==> src/rtl/operand_tf_pkg.sv <==
// Shared types for the operand transformer output path and its beat serializer.
package operand_tf_pkg;

  localparam int ELEM_WIDTH_OUT          = 8;
  localparam int OPTF_NUM_ELEMS          = 32;
  localparam int OPTF_SER_BEATS          = 4;
  localparam int OPTF_SER_ELEMS_PER_BEAT = 8;

  typedef struct packed {
    logic [OPTF_NUM_ELEMS-1:0][ELEM_WIDTH_OUT-1:0] flattened_elements;
  } operand_output_t;

  typedef logic [OPTF_SER_ELEMS_PER_BEAT-1:0][ELEM_WIDTH_OUT-1:0] ser_beat_t;

  // Element index carried by lane k of beat b: elements 8*b .. 8*b+7.
  function automatic logic [4:0] beat_elem_idx(input logic [1:0] beat, input logic [2:0] lane);
    return {beat, lane};
  endfunction

endpackage

==> src/rtl/operand_tf_ser_if.sv <==
// Bus bundle between the operand transformer, the serializer and the beat consumer.
interface operand_tf_ser_if #(
  parameter int FIFO_DEPTH = 2
);
  import operand_tf_pkg::*;

  localparam int LVL_W = $clog2(FIFO_DEPTH) + 1;

  // Both sides use valid/ready: a transfer happens on a rising edge where valid
  // and ready are both high; valid holds with stable payload until it is taken.
  logic              valid_in;
  logic              ready_in;
  operand_output_t   data_in;
  logic              valid_out;
  logic              ready_out;
  ser_beat_t         beat_data;
  logic [1:0]        beat_idx;
  logic              beat_last;
  logic [7:0]        beat_parity;
  logic [LVL_W-1:0]  fifo_level;

  modport slave (
    input  valid_in, data_in, ready_out,
    output ready_in, valid_out, beat_data, beat_idx, beat_last, beat_parity, fifo_level
  );

  modport master (
    output valid_in, data_in, ready_out,
    input  ready_in, valid_out, beat_data, beat_idx, beat_last, beat_parity, fifo_level
  );

endinterface

==> src/rtl/operand_tf_ser_fifo.sv <==
// Vector FIFO for the serializer: DEPTH full vectors, push at tail, pop at head.
module operand_tf_ser_fifo
  import operand_tf_pkg::*;
#(
  parameter int DEPTH = 2,
  localparam int LVL_W = $clog2(DEPTH) + 1,
  localparam int PTR_W = $clog2(DEPTH)
) (
  input  logic             clk,
  input  logic             rst,
  input  logic             push,
  input  operand_output_t  push_data,
  input  logic             pop,
  output operand_output_t  head_data,
  output logic [LVL_W-1:0] level
);

  operand_output_t  mem_q [DEPTH];
  operand_output_t  mem_d [DEPTH];
  logic [PTR_W-1:0] wr_ptr_q, wr_ptr_d;
  logic [PTR_W-1:0] rd_ptr_q, rd_ptr_d;
  logic [LVL_W-1:0] level_q, level_d;
  logic             do_push;
  logic             do_pop;

  function automatic logic [PTR_W-1:0] ptr_inc(input logic [PTR_W-1:0] p);
    return (p == PTR_W'(DEPTH - 1)) ? '0 : p + 1'b1;
  endfunction

  // Local guards keep the level inside 0..DEPTH even if a caller misbehaves.
  assign do_push = push && (level_q != LVL_W'(DEPTH));
  assign do_pop  = pop && (level_q != '0);

  always_comb begin
    mem_d    = mem_q;
    wr_ptr_d = wr_ptr_q;
    rd_ptr_d = rd_ptr_q;
    if (do_push) begin
      mem_d[wr_ptr_q] = push_data;
      wr_ptr_d        = ptr_inc(wr_ptr_q);
    end
    if (do_pop) begin
      rd_ptr_d = ptr_inc(rd_ptr_q);
    end
    level_d = level_q + LVL_W'(do_push) - LVL_W'(do_pop);
  end

  always_ff @(posedge clk) begin
    if (rst) begin
      wr_ptr_q <= '0;
      rd_ptr_q <= '0;
      level_q  <= '0;
    end else begin
      wr_ptr_q <= wr_ptr_d;
      rd_ptr_q <= rd_ptr_d;
      level_q  <= level_d;
    end
  end

  // Payload storage is not reset; only the pointers decide what is live.
  always_ff @(posedge clk) begin
    mem_q <= mem_d;
  end

  assign head_data = mem_q[rd_ptr_q];
  assign level     = level_q;

endmodule

==> src/rtl/operand_tf_out_serializer.sv <==
// Buffers 32-element vectors and emits each as BEATS beats of 8 elements.
// Optional macro OPTF_SER_PARITY_EN adds per-lane even parity on beat_parity.
module operand_tf_out_serializer
  import operand_tf_pkg::*;
#(
  parameter int FIFO_DEPTH = 2,
  parameter int BEATS      = 4
) (
  input logic            clk,
  input logic            rst,
  operand_tf_ser_if.slave bus
);

  localparam int LVL_W = $clog2(FIFO_DEPTH) + 1;

  logic [LVL_W-1:0] level;
  operand_output_t  head;
  logic             push;
  logic             pop;
  logic             vout;
  logic             last;
  logic [1:0]       beat_q, beat_d;
  ser_beat_t        beat;
  logic [7:0]       parity;

  // No bypass: a full FIFO refuses even while its head is being popped.
  assign bus.ready_in = (level < LVL_W'(FIFO_DEPTH)) && !rst;
  assign vout         = (level != '0) && !rst;
  assign push         = bus.valid_in && bus.ready_in;
  assign last         = (beat_q == 2'(BEATS - 1));
  assign pop          = vout && bus.ready_out && last;

  operand_tf_ser_fifo #(.DEPTH(FIFO_DEPTH)) u_fifo (
    .clk       (clk),
    .rst       (rst),
    .push      (push),
    .push_data (bus.data_in),
    .pop       (pop),
    .head_data (head),
    .level     (level)
  );

  always_comb begin
    beat_d = beat_q;
    if (vout && bus.ready_out) begin
      beat_d = last ? 2'd0 : beat_q + 2'd1;
    end
  end

  always_ff @(posedge clk) begin
    if (rst) begin
      beat_q <= '0;
    end else begin
      beat_q <= beat_d;
    end
  end

  always_comb begin
    beat = '0;
    for (int k = 0; k < OPTF_SER_ELEMS_PER_BEAT; k++) begin
      beat[k] = head.flattened_elements[beat_elem_idx(beat_q, 3'(k))];
    end
  end

`ifdef OPTF_SER_PARITY_EN
  always_comb begin
    parity = '0;
    for (int k = 0; k < OPTF_SER_ELEMS_PER_BEAT; k++) begin
      parity[k] = ^beat[k];
    end
  end
`else
  assign parity = 8'h00;
`endif

  // Outputs are masked while idle or in reset so stale storage never shows.
  assign bus.valid_out   = vout;
  assign bus.beat_data   = vout ? beat : '0;
  assign bus.beat_idx    = vout ? beat_q : 2'd0;
  assign bus.beat_last   = vout && last;
  assign bus.beat_parity = vout ? parity : 8'h00;
  assign bus.fifo_level  = level;

endmodule
==> src/flat_wrapper.sv <==
// flat-port wrapper written by rule: the top's interface ports become plain ports
module operand_tf_out_serializer_flat import operand_tf_pkg::*;
#(
  parameter int FIFO_DEPTH = 2,
  parameter int BEATS      = 4
)
  (clk, rst, bus_valid_in, bus_data_in, bus_ready_out, bus_ready_in, bus_valid_out, bus_beat_data, bus_beat_idx, bus_beat_last, bus_beat_parity, bus_fifo_level);
  operand_tf_ser_if #(.FIFO_DEPTH(FIFO_DEPTH)) bus_i ();
  input logic clk;
  input logic rst;
  input wire logic [$bits(bus_i.valid_in)-1:0] bus_valid_in;
  input wire logic [$bits(bus_i.data_in)-1:0] bus_data_in;
  input wire logic [$bits(bus_i.ready_out)-1:0] bus_ready_out;
  output wire logic [$bits(bus_i.ready_in)-1:0] bus_ready_in;
  output wire logic [$bits(bus_i.valid_out)-1:0] bus_valid_out;
  output wire logic [$bits(bus_i.beat_data)-1:0] bus_beat_data;
  output wire logic [$bits(bus_i.beat_idx)-1:0] bus_beat_idx;
  output wire logic [$bits(bus_i.beat_last)-1:0] bus_beat_last;
  output wire logic [$bits(bus_i.beat_parity)-1:0] bus_beat_parity;
  output wire logic [$bits(bus_i.fifo_level)-1:0] bus_fifo_level;
  assign bus_i.valid_in = bus_valid_in;
  assign bus_i.data_in = bus_data_in;
  assign bus_i.ready_out = bus_ready_out;
  assign bus_ready_in = bus_i.ready_in;
  assign bus_valid_out = bus_i.valid_out;
  assign bus_beat_data = bus_i.beat_data;
  assign bus_beat_idx = bus_i.beat_idx;
  assign bus_beat_last = bus_i.beat_last;
  assign bus_beat_parity = bus_i.beat_parity;
  assign bus_fifo_level = bus_i.fifo_level;
  operand_tf_out_serializer #(.FIFO_DEPTH(FIFO_DEPTH), .BEATS(BEATS)) u_core (.clk(clk), .rst(rst), .bus(bus_i));
endmodule
==> config.mk <==
export PLATFORM = sky130hd
export DESIGN_NAME = operand_tf_out_serializer_flat
export DESIGN_NICKNAME = d
export VERILOG_FILES = /design/src/rtl/operand_tf_pkg.sv /design/src/rtl/operand_tf_ser_if.sv /design/src/rtl/operand_tf_ser_fifo.sv /design/src/rtl/operand_tf_out_serializer.sv /design/src/flat_wrapper.sv
export SDC_FILE = /design/constraint.sdc
export NUM_CORES = 1
export LEC_CHECK = 0
export BUFFER_PORTS_ARGS = -buffer_cell sky130_fd_sc_hd__buf_2
export CORE_MARGIN = 5
export CORE_UTILIZATION = 45
export DETAILED_ROUTE_END_ITERATION = 10
export PLACE_DENSITY = 0.7
export SYNTH_ARGS = -nofsm -noshare
export SYNTH_HDL_FRONTEND = slang
export SYNTH_SLANG_ARGS = --single-unit
==> constraint.sdc <==
create_clock -name clk -period 18.6 [get_ports clk]
set_clock_uncertainty 0.2 [all_clocks]
set_input_delay 1.86 -clock clk [delete_from_list [all_inputs] [get_ports clk]]
set_output_delay 1.86 -clock clk [all_outputs]
set_load 0.005 [all_outputs]
; Yosys cells after proc, flatten, opt, wreduce, memory -nomap -nowiden
; Index checks and enable logic that the tools add are counted.
[totals]
ff_bits = 518
word_cells = 127
out_inout_bits = 79
in_bits = 260
[op_classes]
n_addsub = 5
muxes = 27
n_bitwise = 2
magnitude_cmp = 12
eq_ne = 2
reduce_logical = 11
[op_table]
columns = op, n
row1 = 2-to-1 mux 256 bit, 4
row2 = bitwise mux 512 bit, 1
row3 = demux 256 bit (select 1 bit), 1
row4 = binary-select mux 8 bit (select 2 bit), 8
row5 = 2-to-1 mux 64 bit, 1
row6 = 2-to-1 mux 8 bit, 8
row7 = < comparator 5 x 6 -> 1 bit (second input constant), 8
row8 = logical AND 1 bit, 9
row9 = >= comparator 2 bit (second input constant), 2
row10 = 2-to-1 mux 2 bit, 2
row11 = inverter 1 -> 2 bit, 2
row12 = adder 1 bit (second input constant), 2
row13 = adder 2 x 1 -> 2 bit, 1
row14 = adder 2 x 1 -> 2 bit (second input constant), 1
row15 = equality test 2 bit (second input constant), 1
row16 = < comparator 2 x 1 -> 1 bit (second input constant), 1
row17 = < comparator 2 bit (second input constant), 1
row18 = 2-to-1 mux 1 bit, 2
row19 = != test 2 bit (second input constant), 1
row20 = nonzero test 2 bit, 1
row21 = subtractor 2 x 1 -> 2 bit, 1
row22 = zero test 1 bit, 1

; Logic depth before layout (Yosys ltp)
[depth]
word_depth = 7
depth_mapped = 8
ltp_nobuf = 7

; Modules after synthesis
; A second synthesis with hierarchy kept.
[unflattened]
hier_cells = 1070
area_unflattened_um2 = 22140.0
[modules_own_cells]
columns = mod, cells_each, n_inst, area_each_um2, seq_area_each_um2
row1 = operand_tf_ser_fifo, 819, 1, 19683.9, 15454.8
row2 = operand_tf_out_serializer, 251, 1, 2456.1, 40.0

; Worst setup path after synthesis
; OpenSTA, ideal clock, no wires.
[synth_path]
path_type = input-to-reg
from = input port rst
to = register u_core.u_fifo.mem_q[256] (netlist name), enable pin
stages = 3
path_slack_ns = 4.784
arrival_time_ns = 12.739
path_cell_list = nor2_1 -> nand2_1 -> nor2_1
[synth_between]
elab_chain_len = 4
[synth_lines]
columns = element, line_no
row1 = start: declaration, flat_wrapper.sv:10  ; input logic rst;
row2 = zero test 1 bit, operand_tf_out_serializer.sv:27  ; assign bus.ready_in = (level < LVL_W'(FIFO_DEPTH)) && !rst;
row3 = logical AND 1 bit, operand_tf_out_serializer.sv:27
row4 = logical AND 1 bit, operand_tf_out_serializer.sv:29  ; assign push = bus.valid_in && bus.ready_in;
row5 = logical AND 1 bit, operand_tf_ser_fifo.sv:31  ; assign do_push = push && (level_q != LVL_W'(DEPTH));
row6 = end signal: assignment, operand_tf_ser_fifo.sv:62  ; mem_q <= mem_d;
row7 = end: declaration, operand_tf_ser_fifo.sv:18  ; operand_output_t mem_q [DEPTH];
; Every way passes these cells.
; A chain may end at the register's enable or synchronous reset.

; Worst setup path in the final report
[layout_path]
from = input port rst
to = output port bus_beat_data[39]
[layout_between]
elab_chain_len = 3
[layout_lines]
columns = element, line_no
row1 = zero test 1 bit, operand_tf_out_serializer.sv:28  ; assign vout = (level != '0) && !rst;
row2 = logical AND 1 bit, operand_tf_out_serializer.sv:28
row3 = 2-to-1 mux 64 bit, operand_tf_out_serializer.sv:78  ; assign bus.beat_data = vout ? beat : '0;
row4 = end: declaration, flat_wrapper.sv:16  ; output wire logic [$bits(bus_i.beat_data)-1:0] bus_beat_data;
; Every way passes these cells.

==> run metrics <==
result of the run=completed; Final Hold Fails=0; pin count of the biggest net entering global routing=79; first-pass GRT wire length=60.3 mm; register bit total from synthesis=518; CP max FO=62; starting density of the core=45.6%; unrepaired setup endpoints after global routing=no; synthesized area per cell=24.8 sq um; remaining global-route overflow=0; vias in the first global route=10100; synthesized instance count=793; final number of setup-violating endpoints=0; setup TNS after final layout=0 ns; total placed instance area=21800 sq um; number of max-capacitance violations reported=0; Root Buffer Master=clkbuf_16; CTS hold repair buffers=0; die height=219 um; DRC errors left=0; worst-case hold slack=0.398 ns; postcts setup bufs=0; Pre-Repair DR Iteration Count=5; number of gates resized after cts=0; worst relative slew slack=25.1%; CTS Sinks=518; Peak VDD IR=0.0889 mV; sequential element share of the synthesized area=78.7%; combinational share of power=5.2%; vias after detailed routing=9365; global-route track usage on met3=5.63%; fin area=23500 sq um; Reg power frac=53.7%; Bufs on Longest Clock Path=3; Ys Warns=0; part of the cycle the worst path needs=31.0%; number of clock buffers inserted by TritonCTS=53; I/O Pins=339; worst setup slack for register-to-register paths=14.99 ns; post-synthesis async set-or-reset flop share=0%; area of the die=48000 sq um; count of nets left with antenna violations after detail routing=0; number of levels the H-tree was split into=2; clock tree from TritonCTS=done; placeable core area=43200 sq um; critical setup path kind=primary input to output port; worst-case setup margin in the final layout=12.83 ns; Cell Int Power=2.01 mW; Global Route Usage Sum=16.6%; clock insertion delay at the later pin of the skew report=0.58 ns; Clock transition at path regs=0.06 ns; CP Launch Type=primary input; fin. max-slew vios=0; Post-Place Setup Slack=12.87 ns; Switching Share=20.2%; Non-Filler Instances=1782; number of instances in the placed design=1674; worst path required time=16.54 ns; proportion of layout cells with a drive suffix above 1=44.2%; I/O Buffers=330; vias per cell=5.26; M2 GR Usage=27.2%; count of routing violations after the opening detailed-route iteration=777; Cell Pwr Density=107 nW/um^2; HPWL after DPL=26.3 mm; Main synth FF type=edfxtp_1; final WL=40.4 mm; path type of the worst min-delay path=flip-flop to flip-flop; area of the mapped netlist=19700 sq um; Die X=219 um; Arrival @ worst endpoint=3.71 ns; post-DR wirelength/cell=22.6 um; Final Util=54.5%; net switching power=0.509 mW; global routing usage on met1=21.4%; slew at the pin with the worst max-slew slack=1.12 ns; leakage power summed over all cells=8.18 nW; Post-synth EDFFs=512; crit end category=output port; Max Clock Freq=173 MHz; Tmin final=5.77 ns; synth-to-layout area growth=19.6%; peak-usage layer in the global routing report=met2; PnR Total Power=2.52 mW; number of unique standard cell types used by synthesis=28; final estimated routing congestion in global placement=0.753; fraction of power consumed by the clock network=41.2%; FP Rows=76; nets=1407; initial antenna violation count=19
critical path, stage by stage:
cell and delay, ns:
buf_2 0.14, o21ba_1 0.39, nor2b_4 0.23, buf_4 0.64, a22o_1 0.24, buf_2 0.12
cell usage after synthesis (all sizes together), types with 2 or more instances:
library cell	instances	share of area (%)
dfxtp	6	0.61
buf	41	1.9
nor2	5	0.095
a22o	64	2.8
nor2b	3	0.095
clkbuf	12	0.23
a21oi	2	0.051
nand2b	2	0.064
and2	3	0.11
and3	2	0.064
ha	3	0.19
mux4	128	15
xnor2	2	0.089
edfxtp	512	78
metal layers:
metal | vias up | part of all wire [%]
li1 | 4186 | -
met1 | 4745 | 39
met2 | 341 | 50
met3 | 73 | 8.7
met4 | 20 | 1.8
met5 | - | 0.28
flip-flops by register name (all words and copies together) (netlist names):
register,cells
u_core.u_fifo.level,2
u_core.u_fifo.wr_ptr_q,1
u_core.beat_q,2
u_core.u_fifo.rd_ptr_q,1
u_core.u_fifo.mem_q,512
cell type report:
| cell class | count | area [sq um] |
|---|---|---|
| Antenna cell | 9 | 22.5 |
| Clock buffer | 65 | 1410 |
| Clock inverter | 34 | 315 |
| Fill cell | 3360 | 19600 |
| Inverter | 1 | 3.75 |
| Multi-Input combinational cell | 228 | 3810 |
| Sequential cell | 518 | 15500 |
| Tap cell | 585 | 732 |
| Timing Repair Buffer | 342 | 1740 |
cells by family (layout without fill, tap and decap cells):
| kind of cell | count (synthesis) | count (layout) | synth area share [%] |
|---|---|---|---|
| other | 1 | 17 | 0.0191 |
| xor gates and xnor gates | 3 | 3 | 0.134 |
| AOI/OAI and AO/OA | 69 | 69 | 3.05 |
| muxes | 129 | 129 | 15.3 |
| adders and majority gates | 3 | 3 | 0.191 |
| buffers and inverters | 54 | 442 | 2.12 |
| DFF | 518 | 518 | 78.7 |
| and+or+nand+nor | 16 | 16 | 0.445 |
worst paths after layout:
path,start,endpoint,cells past startpoint
max,rst,bus_beat_data[39],6
min reg2reg,u_core.u_fifo.wr_ptr_q,u_core.u_fifo.wr_ptr_q,2
max reg2reg,u_core.u_fifo.level[1],u_core.u_fifo.mem_q[426],5
min,u_core.u_fifo.wr_ptr_q,u_core.u_fifo.wr_ptr_q,2
cell usage in the layout, fill, tap and decap left out, drive strengths merged, types with 3 or more instances in the layout:
master,n
dfxtp,6
bufinv,5
clkinv,23
buf,342
a22o,64
nor2b,3
edfxtp,512
and2,3
mux4,128
ha,3
inv,5
diode,9
nor2,5
conb,8
clkbuf,65
power by group through the flow:
stage / Combinational [mW] / Sequential (mW) / Clock [mW]
detailed placement: 0.132 / 1.38 / 0
global route: 0.141 / 1.36 / 1.12
CTS: 0.133 / 1.35 / 1.07
finish: 0.130 / 1.35 / 1.04
floorplan: 0.0695 / 1.39 / 0
global placement: 0.130 / 1.37 / 0
Note: power is estimated with default switching activity, not from simulation.
